File: src/rtl/timer_cap_cmp_chn.sv
// One capture/compare channel fed by the shared basic timer.
// Compare mode drives a PWM output and match pulse; capture mode latches the count on a filtered pin edge.
module timer_cap_cmp_chn #(
  parameter int timer_width      = 16,
  parameter int filter_width     = 8,
  parameter int simulation_delay = 1
) (
  input  logic                    clk,
  input  logic                    resetn,
  input  logic                    timer_started,
  input  logic                    timer_expired,
  input  logic [timer_width-1:0]  timer_cnt_now_v,
  input  logic                    cap_cmp_sel,
  input  logic [timer_width-1:0]  cmp_value,
  input  logic                    cmp_polarity,
  input  logic                    cap_in,
  input  logic [1:0]              cap_edge_type,
  input  logic [filter_width-1:0] cap_filter_th,
  input  logic                    cap_clr,
  output logic                    cmp_out,
  output logic [timer_width-1:0]  cap_value,
  output logic                    cap_pending,
  output logic                    cap_ovr,
  output logic                    cmp_itr_req,
  output logic                    cap_itr_req
);

  // simulation_delay is kept for drop-in compatibility; no delay is modelled here.
  if (simulation_delay < 0) begin : g_neg_delay
  end

  logic [timer_width-1:0]  cmp_shadow_q, cmp_shadow_d;
  logic                    cmp_out_q, cmp_out_d;
  logic                    match_q, match_d;
  logic                    cmp_itr_q, cmp_itr_d;
  logic                    s1_q, s1_d, s2_q, s2_d;
  logic [filter_width-1:0] fcnt_q, fcnt_d;
  logic                    filt_lvl_q, filt_lvl_d;
  logic [timer_width-1:0]  cap_value_q, cap_value_d;
  logic                    cap_pending_q, cap_pending_d;
  logic                    cap_ovr_q, cap_ovr_d;
  logic                    cap_itr_q, cap_itr_d;
  logic                    toggle, edge_hit, cap_evt;

  // Compare path: shadow only reloads while stopped or on the period boundary.
  always_comb begin
    cmp_shadow_d = cmp_shadow_q;
    if (!timer_started || timer_expired) cmp_shadow_d = cmp_value;
    match_d   = ~cap_cmp_sel & timer_started & (timer_cnt_now_v == cmp_shadow_q);
    cmp_itr_d = match_d & ~match_q;
    cmp_out_d = cmp_polarity;
    if (~cap_cmp_sel & timer_started)
      cmp_out_d = (timer_cnt_now_v < cmp_shadow_q) ^ cmp_polarity;
  end

  // Filter runs in both modes so the level is already valid on entry to capture.
  always_comb begin
    s1_d       = cap_in;
    s2_d       = s1_q;
    filt_lvl_d = filt_lvl_q;
    fcnt_d     = fcnt_q;
    toggle     = 1'b0;
    if (s2_q == filt_lvl_q) begin
      fcnt_d = '0;
    end else if (fcnt_q == cap_filter_th) begin
      filt_lvl_d = s2_q;
      fcnt_d     = '0;
      toggle     = 1'b1;
    end else begin
      fcnt_d = fcnt_q + filter_width'(1);
    end
  end

  always_comb begin
    case (cap_edge_type)
      2'b00:   edge_hit = toggle & s2_q;
      2'b01:   edge_hit = toggle & ~s2_q;
      2'b10:   edge_hit = toggle;
      default: edge_hit = 1'b0;
    endcase
    cap_evt = edge_hit & cap_cmp_sel & timer_started;
  end

  // A capture beats a simultaneous clear; overrun stays set until cleared.
  always_comb begin
    cap_value_d   = cap_value_q;
    cap_pending_d = cap_pending_q;
    cap_ovr_d     = cap_ovr_q;
    cap_itr_d     = cap_evt;
    if (cap_evt) begin
      cap_value_d   = timer_cnt_now_v;
      cap_pending_d = 1'b1;
      cap_ovr_d     = cap_ovr_q | cap_pending_q;
    end else if (cap_clr) begin
      cap_pending_d = 1'b0;
      cap_ovr_d     = 1'b0;
    end
  end

  always_ff @(posedge clk) begin
    if (!resetn) begin
      cmp_shadow_q  <= '0;
      cmp_out_q     <= 1'b0;
      match_q       <= 1'b0;
      cmp_itr_q     <= 1'b0;
      s1_q          <= 1'b0;
      s2_q          <= 1'b0;
      fcnt_q        <= '0;
      filt_lvl_q    <= 1'b0;
      cap_value_q   <= '0;
      cap_pending_q <= 1'b0;
      cap_ovr_q     <= 1'b0;
      cap_itr_q     <= 1'b0;
    end else begin
      cmp_shadow_q  <= cmp_shadow_d;
      cmp_out_q     <= cmp_out_d;
      match_q       <= match_d;
      cmp_itr_q     <= cmp_itr_d;
      s1_q          <= s1_d;
      s2_q          <= s2_d;
      fcnt_q        <= fcnt_d;
      filt_lvl_q    <= filt_lvl_d;
      cap_value_q   <= cap_value_d;
      cap_pending_q <= cap_pending_d;
      cap_ovr_q     <= cap_ovr_d;
      cap_itr_q     <= cap_itr_d;
    end
  end

  assign cmp_out     = cmp_out_q;
  assign cmp_itr_req = cmp_itr_q;
  assign cap_value   = cap_value_q;
  assign cap_pending = cap_pending_q;
  assign cap_ovr     = cap_ovr_q;
  assign cap_itr_req = cap_itr_q;

endmodule

File: config.mk
export PLATFORM = sky130hd
export DESIGN_NAME = timer_cap_cmp_chn
export DESIGN_NICKNAME = d
export VERILOG_FILES = /design/src/rtl/timer_cap_cmp_chn.sv
export SDC_FILE = /design/constraint.sdc
export NUM_CORES = 1
export LEC_CHECK = 0
export CORE_MARGIN = 1.5
export CORE_UTILIZATION = 45
export DETAILED_ROUTE_END_ITERATION = 8
export PLACE_DENSITY = 0.88
export SYNTH_ARGS = -nofsm -noshare
export SYNTH_HDL_FRONTEND = slang
export SYNTH_SLANG_ARGS = --single-unit
File: constraint.sdc
create_clock -name clk -period 2.05 [get_ports clk]
set_input_delay 0.5125 -clock clk [delete_from_list [all_inputs] [get_ports clk]]
set_output_delay 0.5125 -clock clk [all_outputs]
set_load 0.005 [all_outputs]
# ---- Yosys cells after proc, flatten, opt, wreduce, memory -nomap -nowiden
# Cells that the tools add are included.
dict set report word_totals {
  reg_bits 49
  input_bits 50
  word_cells 46
}
dict set report classes {
  n_addsub 1
  n_lt_le_gt_ge 1
  n_eq_ne 5
  mux 7
  n_bitwise 14
  reduce_logical 6
}
# cell n
set op_table {}
lappend op_table {{16-bit == test} 1}
lappend op_table {{16-bit < comparator} 1}
lappend op_table {{8-bit by 1-bit adder with 8-bit output (second input constant)} 1}
lappend op_table {{8-bit == test} 1}
lappend op_table {{1-bit bitwise AND} 7}
lappend op_table {{1-bit two-way mux} 6}
lappend op_table {{1-bit inverter} 5}
lappend op_table {{1-bit one-hot mux with 3 select lines} 1}
lappend op_table {{3-bit OR reduction} 1}
lappend op_table {{2-bit by 1-bit == test with 1-bit output (second input constant)} 1}
lappend op_table {{2-bit == test (second input constant)} 1}
lappend op_table {{2-bit logical NOT} 1}
lappend op_table {{2-bit AND reduction} 1}
lappend op_table {{2-bit nonzero test} 1}
lappend op_table {{1-bit == test} 1}
lappend op_table {{1-bit logical NOT} 1}
lappend op_table {{1-bit logical OR} 1}
lappend op_table {{1-bit bitwise OR} 1}
lappend op_table {{1-bit bitwise XOR} 1}

# ---- Logic depth before layout (Yosys ltp)
# Gate-level depths: netlist (run 1).
dict set report logic_depth {
  word_depth 8
  mapped_depth 7
  ltp_nobuf 7
}

# ---- Least setup slack after synthesis (run 1)
# Ideal clock, no wire load.
dict set report synth_path {
  path_kind {input to register}
  startpoint {input timer_cnt_now_v[11]}
  endpoint {register cmp_itr_q, in the netlist cmp_itr_req}
  arrival_time_ps 1791
  required_ps 1985
  setup_slack_ps 194
  path_stages 5
  path_cell_list {ha_1 -> nand4_1 -> or4_1 -> nor4_2 -> nor2b_1}
}
dict set report synth_via {
  elab_chain_cells 3
}
# item line
set synth_rtl {}
lappend synth_rtl {{from (decl)} 12} ;# input logic [timer_width-1:0] timer_cnt_now_v,
lappend synth_rtl {{16-bit == test} 49} ;# match_d = ~cap_cmp_sel & timer_started & (timer_cnt_now_v == cmp_shadow_q);
lappend synth_rtl {{1-bit bitwise AND} 49}
lappend synth_rtl {{1-bit bitwise AND} 50} ;# cmp_itr_d = match_d & ~match_q;
lappend synth_rtl {{to (signal assigned)} 118} ;# cmp_itr_q <= cmp_itr_d;
lappend synth_rtl {{to (decl)} 35} ;# logic cmp_itr_q, cmp_itr_d;
# No other way between the ends.
# A chain may end at the register's enable or synchronous reset.

# ---- Worst setup path in the final report (run 1)
dict set report layout_path {
  startpoint {input cap_filter_th[1]}
  endpoint {register cap_value_q[9], in the netlist cap_value[9]}
}
dict set report layout_via {
  elab_chain_cells 7
  word_cells_on_any_way 8
  classes_between {1 x eq/ne; 3 x mux; 4 x bitwise}
}
# item line
set layout_rtl {}
lappend layout_rtl {{from (decl)} 18} ;# input logic [filter_width-1:0] cap_filter_th,
lappend layout_rtl {{8-bit == test *} 65} ;# end else if (fcnt_q == cap_filter_th) begin
lappend layout_rtl {{1-bit two-way mux *} 65}
lappend layout_rtl {{1-bit two-way mux *} 63} ;# if (s2_q == filt_lvl_q) begin
lappend layout_rtl {{1-bit bitwise AND, on equally long branches} {77, 76}}
lappend layout_rtl {{1-bit one-hot mux with 3 select lines *} 75} ;# case (cap_edge_type)
lappend layout_rtl {{1-bit bitwise AND * (2 in series)} 81} ;# cap_evt = edge_hit & cap_cmp_sel & timer_started;
lappend layout_rtl {{to (signal assigned)} 123} ;# cap_value_q <= cap_value_d;
lappend layout_rtl {{to (decl)} 39} ;# logic [timer_width-1:0] cap_value_q, cap_value_d;
# Mark *: on every way between the ends. The rest lies on a longest branch, timed or not.

==> results_dict.tcl, run 1 <==
set metrics [dict create \
    status "completed" \
    grt_max_degree 26 \
    vias 1935 \
    syn_inst 258 \
    layout.cells.non_filler 414 \
    overflow 0 \
    met3_length_um 195 \
    syn-num-nets 325 \
    yosysWarnings 0 \
    start_util_pct 46.5 \
    wl_met1_mm 2.43 \
    fp.dieH_um 75.7 \
    worst-path-buf-inv 3 \
    peakVddDrop_v 0.000342 \
    final_cell_mix "clkdlybuf4s50_1, dfxtp_1, nand2_1" \
    ys_types 33 \
    coreArea_um2 5110 \
    cp_slowest_cell "clkdlybuf4s50_1" \
    die_width_um 75.7 \
    clkTransAtPathRegs_ps 90 \
    ys_seq_elements 49 \
    final_common_cell "clkdlybuf4s50_1" \
    hold_end "cmp_itr_req" \
    critPathKind "primary input to flop" \
    drive_gt1_share_pct 11.9 \
    path_cells "clkdlybuf4s50_1, xnor2_2, nand4_2, nor4_4, buf_4, buf_12, mux2i_1, nor2b_1" \
    portBuffers 70 \
    hpwl_mm 4.05 \
    antenna_found_initial 0 \
    period_minus_slack_ps 2010 \
    die_area_um2 5730 \
    highest_layer "met4" \
    tightestPinTransition_ps 305 \
    r2r_slack_ps 120 \
    worst_setup_path_end_kind "flop" \
    placed_area_um2 3220 \
    reg2reg_depth 6 \
    wl_mm 5.44 \
    viasPerCell 4.67 \
    grt_pass1_vias 1811 \
    cp.arrival_ps 2200 \
    cp-start-kind "primary input" \
    clock_latency_ps 290 \
    leakage_nw 1.36 \
    drc 0 \
    cts_sinks 49 \
    fin_crit_sh_pct 98.1 \
    holdBufCountCts 0 \
    cts_buffer_depth 2 \
    routedWlPerCell_um 13.1 \
    worstPathRequired_ps 2240 \
    min_path_type "flop to flop" \
    syn_area_per_cell_um2 9.21 \
    cts_max_level 2 \
    clock-skew-final_ps 9.99 \
    drtIter0Drc 34 \
    layout.nets 410 \
    cts_buffers 5 \
    hold_start "match_q" \
    cts_tree "yes" \
    timing.rr.end "cmp_itr_req" \
    slew_headroom_pct 79.6 \
    syn_to_final_growth_pct 45.5 \
    slowest_delay_ps 510 \
    rows 26 \
    ant_nets 0 \
    ys_seq_area_share_pct 41.3 \
    crit_fanout 6 \
    min_path_cells 1 \
    io-pin-count 71 \
    clockRootBuffer "clkbuf_8" \
    wl_met2_mm 2.76 \
    p_per_area_nw_per_um2 532 \
    grt_pass1_wl_mm 8.01 \
    drt_pre_antenna_iters 4 \
    dp.cells 401 \
    setup_viol 0 \
    postLayoutCellArea_um2 3460 \
    cpLargestDelayFamily "buffers and inverters" \
    track_usage_pct 18.6 \
    gp_congestion 0.770 \
    r2r-start "cmp_shadow_q[9]" \
    drv_slew 0 \
    fin_util_pct 67.7 \
    diodes 0 \
    hold_viol 0 \
    cap_violations 0 \
    syn-cell-area_um2 2380 \
    fmax_ghz 0.497 \
]
worst register-to-register path: cells and delay by family, from the launching register on:
family	cells	cell delay (ps)
fa+ha+maj	1	290
simple gates	4	1190
flops	1	340
buf+inv	1	40
stage by stage:
| step | setup TNS (ps) | power (mW) | setup WS (ps) | hold slack [ps] |
|---|---|---|---|---|
| after detailed placement | -7940 | 1.30 | -357 | 376 |
| final | 0 | 1.84 | 38.6 | 441 |
| after floorplan | 0 | 1.13 | 194 | 367 |
| after CTS | 0 | 1.84 | 1.65 | 389 |
| after global placement | -5340 | 1.29 | -322 | 380 |
| after global routing | -238 | 1.92 | -47.5 | 448 |
worst max-delay path by stage:
stage                                   start  depth (start not counted)            to
after CTS                    cap_filter_th[1]                          7  cap_value[5]
after floorplan           timer_cnt_now_v[11]                          5   cmp_itr_req
final                        cap_filter_th[1]                          8  cap_value[9]
after global placement    timer_cnt_now_v[11]                          6   cmp_itr_req
after detailed placement   timer_cnt_now_v[9]                          6   cmp_itr_req
after global routing         cap_filter_th[3]                          8  cap_value[5]
timing repair:
action | 4_1_cts | 5_1_grt
gates cloned | 0 | 1
endpoints found under the setup margin | 4 | 15
gates resized for setup | 9 | 15
setup buffers | 2 | 2
pin swaps | 7 | 10
area by class of cell:
type | count | area, um2
Clock inverter | 1 | 7.51
Sequential cell | 49 | 981
Multi-Input combinational cell | 180 | 1350
Clock buffer | 7 | 76.3
Tap cell | 70 | 87.6
Timing Repair Buffer | 88 | 887
Inverter | 19 | 71.3
Fill cell | 411 | 1650
per-layer routing:
layer | vias to the layer above | GRT usage (%)
met5 | - | 0
met4 | 0 | 6.15
met3 | 4 | 3.17
met2 | 46 | 33.6
met1 | 871 | 22.4
li1 | 1014 | -
where the power goes:
group          internal, mW  total, mW  switching (mW)
clock                 0.242      0.549           0.307
sequential            0.974      0.986          0.0119
combinational         0.179      0.305           0.126
total                  1.40       1.84           0.445
cell usage after synthesis, drive strengths merged:
master,n,share of area (%)
o21bai,1,0.32
buf,2,0.95
or2,2,0.53
a211oi,2,0.63
ha,17,8.9
dfxtp,49,41
and2,3,0.79
nor3,1,0.21
or4,1,0.32
o221ai,1,0.37
nand3,5,1.1
o21a,1,0.32
xnor2,11,5.0
inv,19,3.0
mux2i,17,7.2
nand2,42,6.6
nand2b,3,0.79
a21oi,9,1.9
clkbuf,8,1.3
a31oi,1,0.26
nor2,10,1.6
nand4,4,1.6
nor3b,1,0.32
nor4,2,1.4
xor2,5,1.8
and3,1,0.26
nor2b,21,5.5
o21ai,2,0.42
a21boi,17,5.4
cells by family (layout without fill, tap and decap cells):
family,count (synthesis),in the layout,synth area share [%]
xor+xnor,16,16,6.84
compound gates,34,34,9.58
flops,49,49,41.3
fa+ha+maj,17,17,8.95
simple gates,96,96,21.0
buf+inv,29,115,5.21
mux,17,17,7.16
sequential cells by signal, summed over array words and instances (netlist names):
signal	flops
s1_q	1
cap_ovr	1
s2_q	1
fcnt_q	8
cmp_shadow_q	16
filt_lvl_q	1
cmp_out	1
match_q	1
cmp_itr_req	1
cap_pending	1
cap_value	16
cap_itr_req	1
(Power assumes the default switching activity.)
==> run 2, diff against run 1 <==
--- a/config.mk
+++ b/config.mk
@@ -6,9 +6,10 @@
 export NUM_CORES = 1
 export LEC_CHECK = 0
 export CORE_MARGIN = 1.5
-export CORE_UTILIZATION = 45
+export CORE_UTILIZATION = 35
+export CTS_CLUSTER_SIZE = 20
 export DETAILED_ROUTE_END_ITERATION = 8
-export PLACE_DENSITY = 0.88
+export PLACE_DENSITY = 0.73
 export SYNTH_ARGS = -nofsm -noshare
 export SYNTH_HDL_FRONTEND = slang
 export SYNTH_SLANG_ARGS = --single-unit
==> run 2 against run 1 <==
- the flow now finishes with violations (DRC)
- clock power rose by 31%
- routed wire length fell by 3.2%
- via count rose by 0.57%
- non-clock buffer count fell by 3
- combinational power fell by 2%
- sequential power barely moved
- cell count rose by 0.97%
- critical path depth fell by 2
- die area rose by 27%
- flip-flop and latch count did not move
- critical endpoint is now cmp_itr_req
- largest power group unchanged
==> results_dict.tcl, run 2 (synthesized netlist as in run 1, its figures left out) <==
set metrics [dict create \
    tightestPinTransition_ps 377 \
    drtIter0Drc 80 \
    crit_fanout 3 \
    layout.cells.non_filler 418 \
    start_util_pct 36.8 \
    viasPerCell 4.66 \
    diodes 0 \
    coreArea_um2 6460 \
    fp.dieH_um 85.4 \
    path_cells "clkdlybuf4s50_1, ha_1, nand2_1, or4_4, nor4_4, nor2b_1" \
    cp-start-kind "primary input" \
    violations "DRC" \
    die_width_um 85.4 \
    dp.cells 408 \
    cts_buffer_depth 2 \
    routedWlPerCell_um 12.6 \
    drc 5 \
    fin_crit_sh_pct 97.0 \
    drt_pre_antenna_iters 6 \
    gp_congestion 0.726 \
    rows 29 \
    wl_mm 5.27 \
    r2r_slack_ps 210 \
    clock_latency_ps 300 \
    overflow 0 \
    period_minus_slack_ps 1990 \
    num-fill-cells 599 \
    fmax_ghz 0.503 \
    min_path_type "flop to flop" \
    syn_to_final_growth_pct 45.6 \
    cts_sinks 49 \
    vias 1946 \
    io-pin-count 71 \
    die_area_um2 7300 \
    fin_ws_ps 61.3 \
    portBuffers 70 \
    drv_slew 0 \
    place_ws_ps -405 \
    critPathKind "primary input to flop" \
    ant_nets 0 \
    grt_pass1_vias 1924 \
    layout.nets 407 \
    cts_max_level 2 \
    status "finished with violations" \
    holdBufCountCts 0 \
    slowest_delay_ps 530 \
    cts_tree "yes" \
    cts_buffers 5 \
    worst_setup_path_end_kind "flop" \
    leakage_nw 1.32 \
    clkTransAtPathRegs_ps 90 \
    hpwl_mm 4.00 \
    cp.arrival_ps 2230 \
    final_common_cell "clkdlybuf4s50_1" \
    hold_viol 0 \
    setup_viol 0 \
    grt_pass1_wl_mm 8.53 \
    cpLargestDelayFamily "simple AND/OR/NAND/NOR gates" \
    worstPathRequired_ps 2300 \
    final_cell_mix "clkdlybuf4s50_1, dfxtp_1, nand2_1" \
    grt_max_degree 17 \
    antenna_found_initial 0 \
    peakVddDrop_v 0.000250 \
    cp_slowest_cell "or4_4" \
    cap_violations 0 \
    track_usage_pct 14.8 \
    p_per_area_nw_per_um2 579 \
    worst-path-buf-inv 1 \
    clockRootBuffer "clkbuf_8" \
    drive_gt1_share_pct 11.7 \
    slew_headroom_pct 74.8 \
    clock-skew-final_ps 9.76 \
]
## run 2: cell types whose count changed in the layout (fill, tap and decap cells not counted), moves of 2 or more
| cell | delta |
|---|---|
| dlymetal6s2s_1 | -4 |
| clkdlybuf4s50_1 | +3 |
| dlygate4sd2_1 | +3 |
| clkbuf_1 | -2 |
| clkdlybuf4s15_1 | -2 |
## run 2: what timing repair did
action,4_1_cts,5_1_grt
gates resized for setup,10,9
setup buffers,2,0
gates cloned,0,0
endpoints found under the hold margin,0,0
pin swaps,7,7
setup endpoints to repair,2,7
## run 2: worst paths after layout
path | startpoint | to | cells past startpoint
worst min-delay path | match_q | cmp_itr_req | 1
worst max-delay path | timer_cnt_now_v[14] | cmp_itr_req | 6
worst min register to register | match_q | cmp_itr_req | 1
worst max register to register | cmp_shadow_q[11] | cmp_itr_req | 6
## run 2: layout make-up
class	count	area (um2)	share of cell area, %
Clock inverter	2	37.5	1.08
Clock buffer	6	82.6	2.39
Inverter	19	71.3	2.06
Timing Repair Buffer	85	830	24.0
Tap cell	77	96.3	2.78
Multi-Input combinational cell	180	1360	39.4
Sequential cell	49	981	28.3
## run 2: layer usage
metal  GRT usage, %  up-vias  part of all wire [%]
met5              0        -                     0
met4           6.89        0                   2.4
met3           3.89       12                   5.1
met2           25.3       48                    49
met1           17.4      878                    44
li1               -     1008                     -
## run 2: where the power goes
part	switching [mW]	internal (mW)	leakage, nW
Combinational	0.124	0.174	0.867
Sequential	0.0121	0.974	0.399
Clock	0.322	0.397	0.0574
Total	0.458	1.55	1.32
## run 2: stage by stage
step / util [%] / power, mW / TNS, ps / instance area, um2 / hold WS [ps]
2_1_floorplan: - / 1.13 / 0 / 2380 / 367
3_3_place_gp: 50.0 / 1.28 / -6140 / 3230 / 381
3_5_place_dp: 50.0 / 1.29 / -7170 / 3230 / 384
4_1_cts: 52.7 / 2.02 / 0 / 3400 / 398
5_1_grt: 53.6 / 2.11 / -4.96 / 3460 / 425
6_report: 53.6 / 2.00 / 0 / 3460 / 401
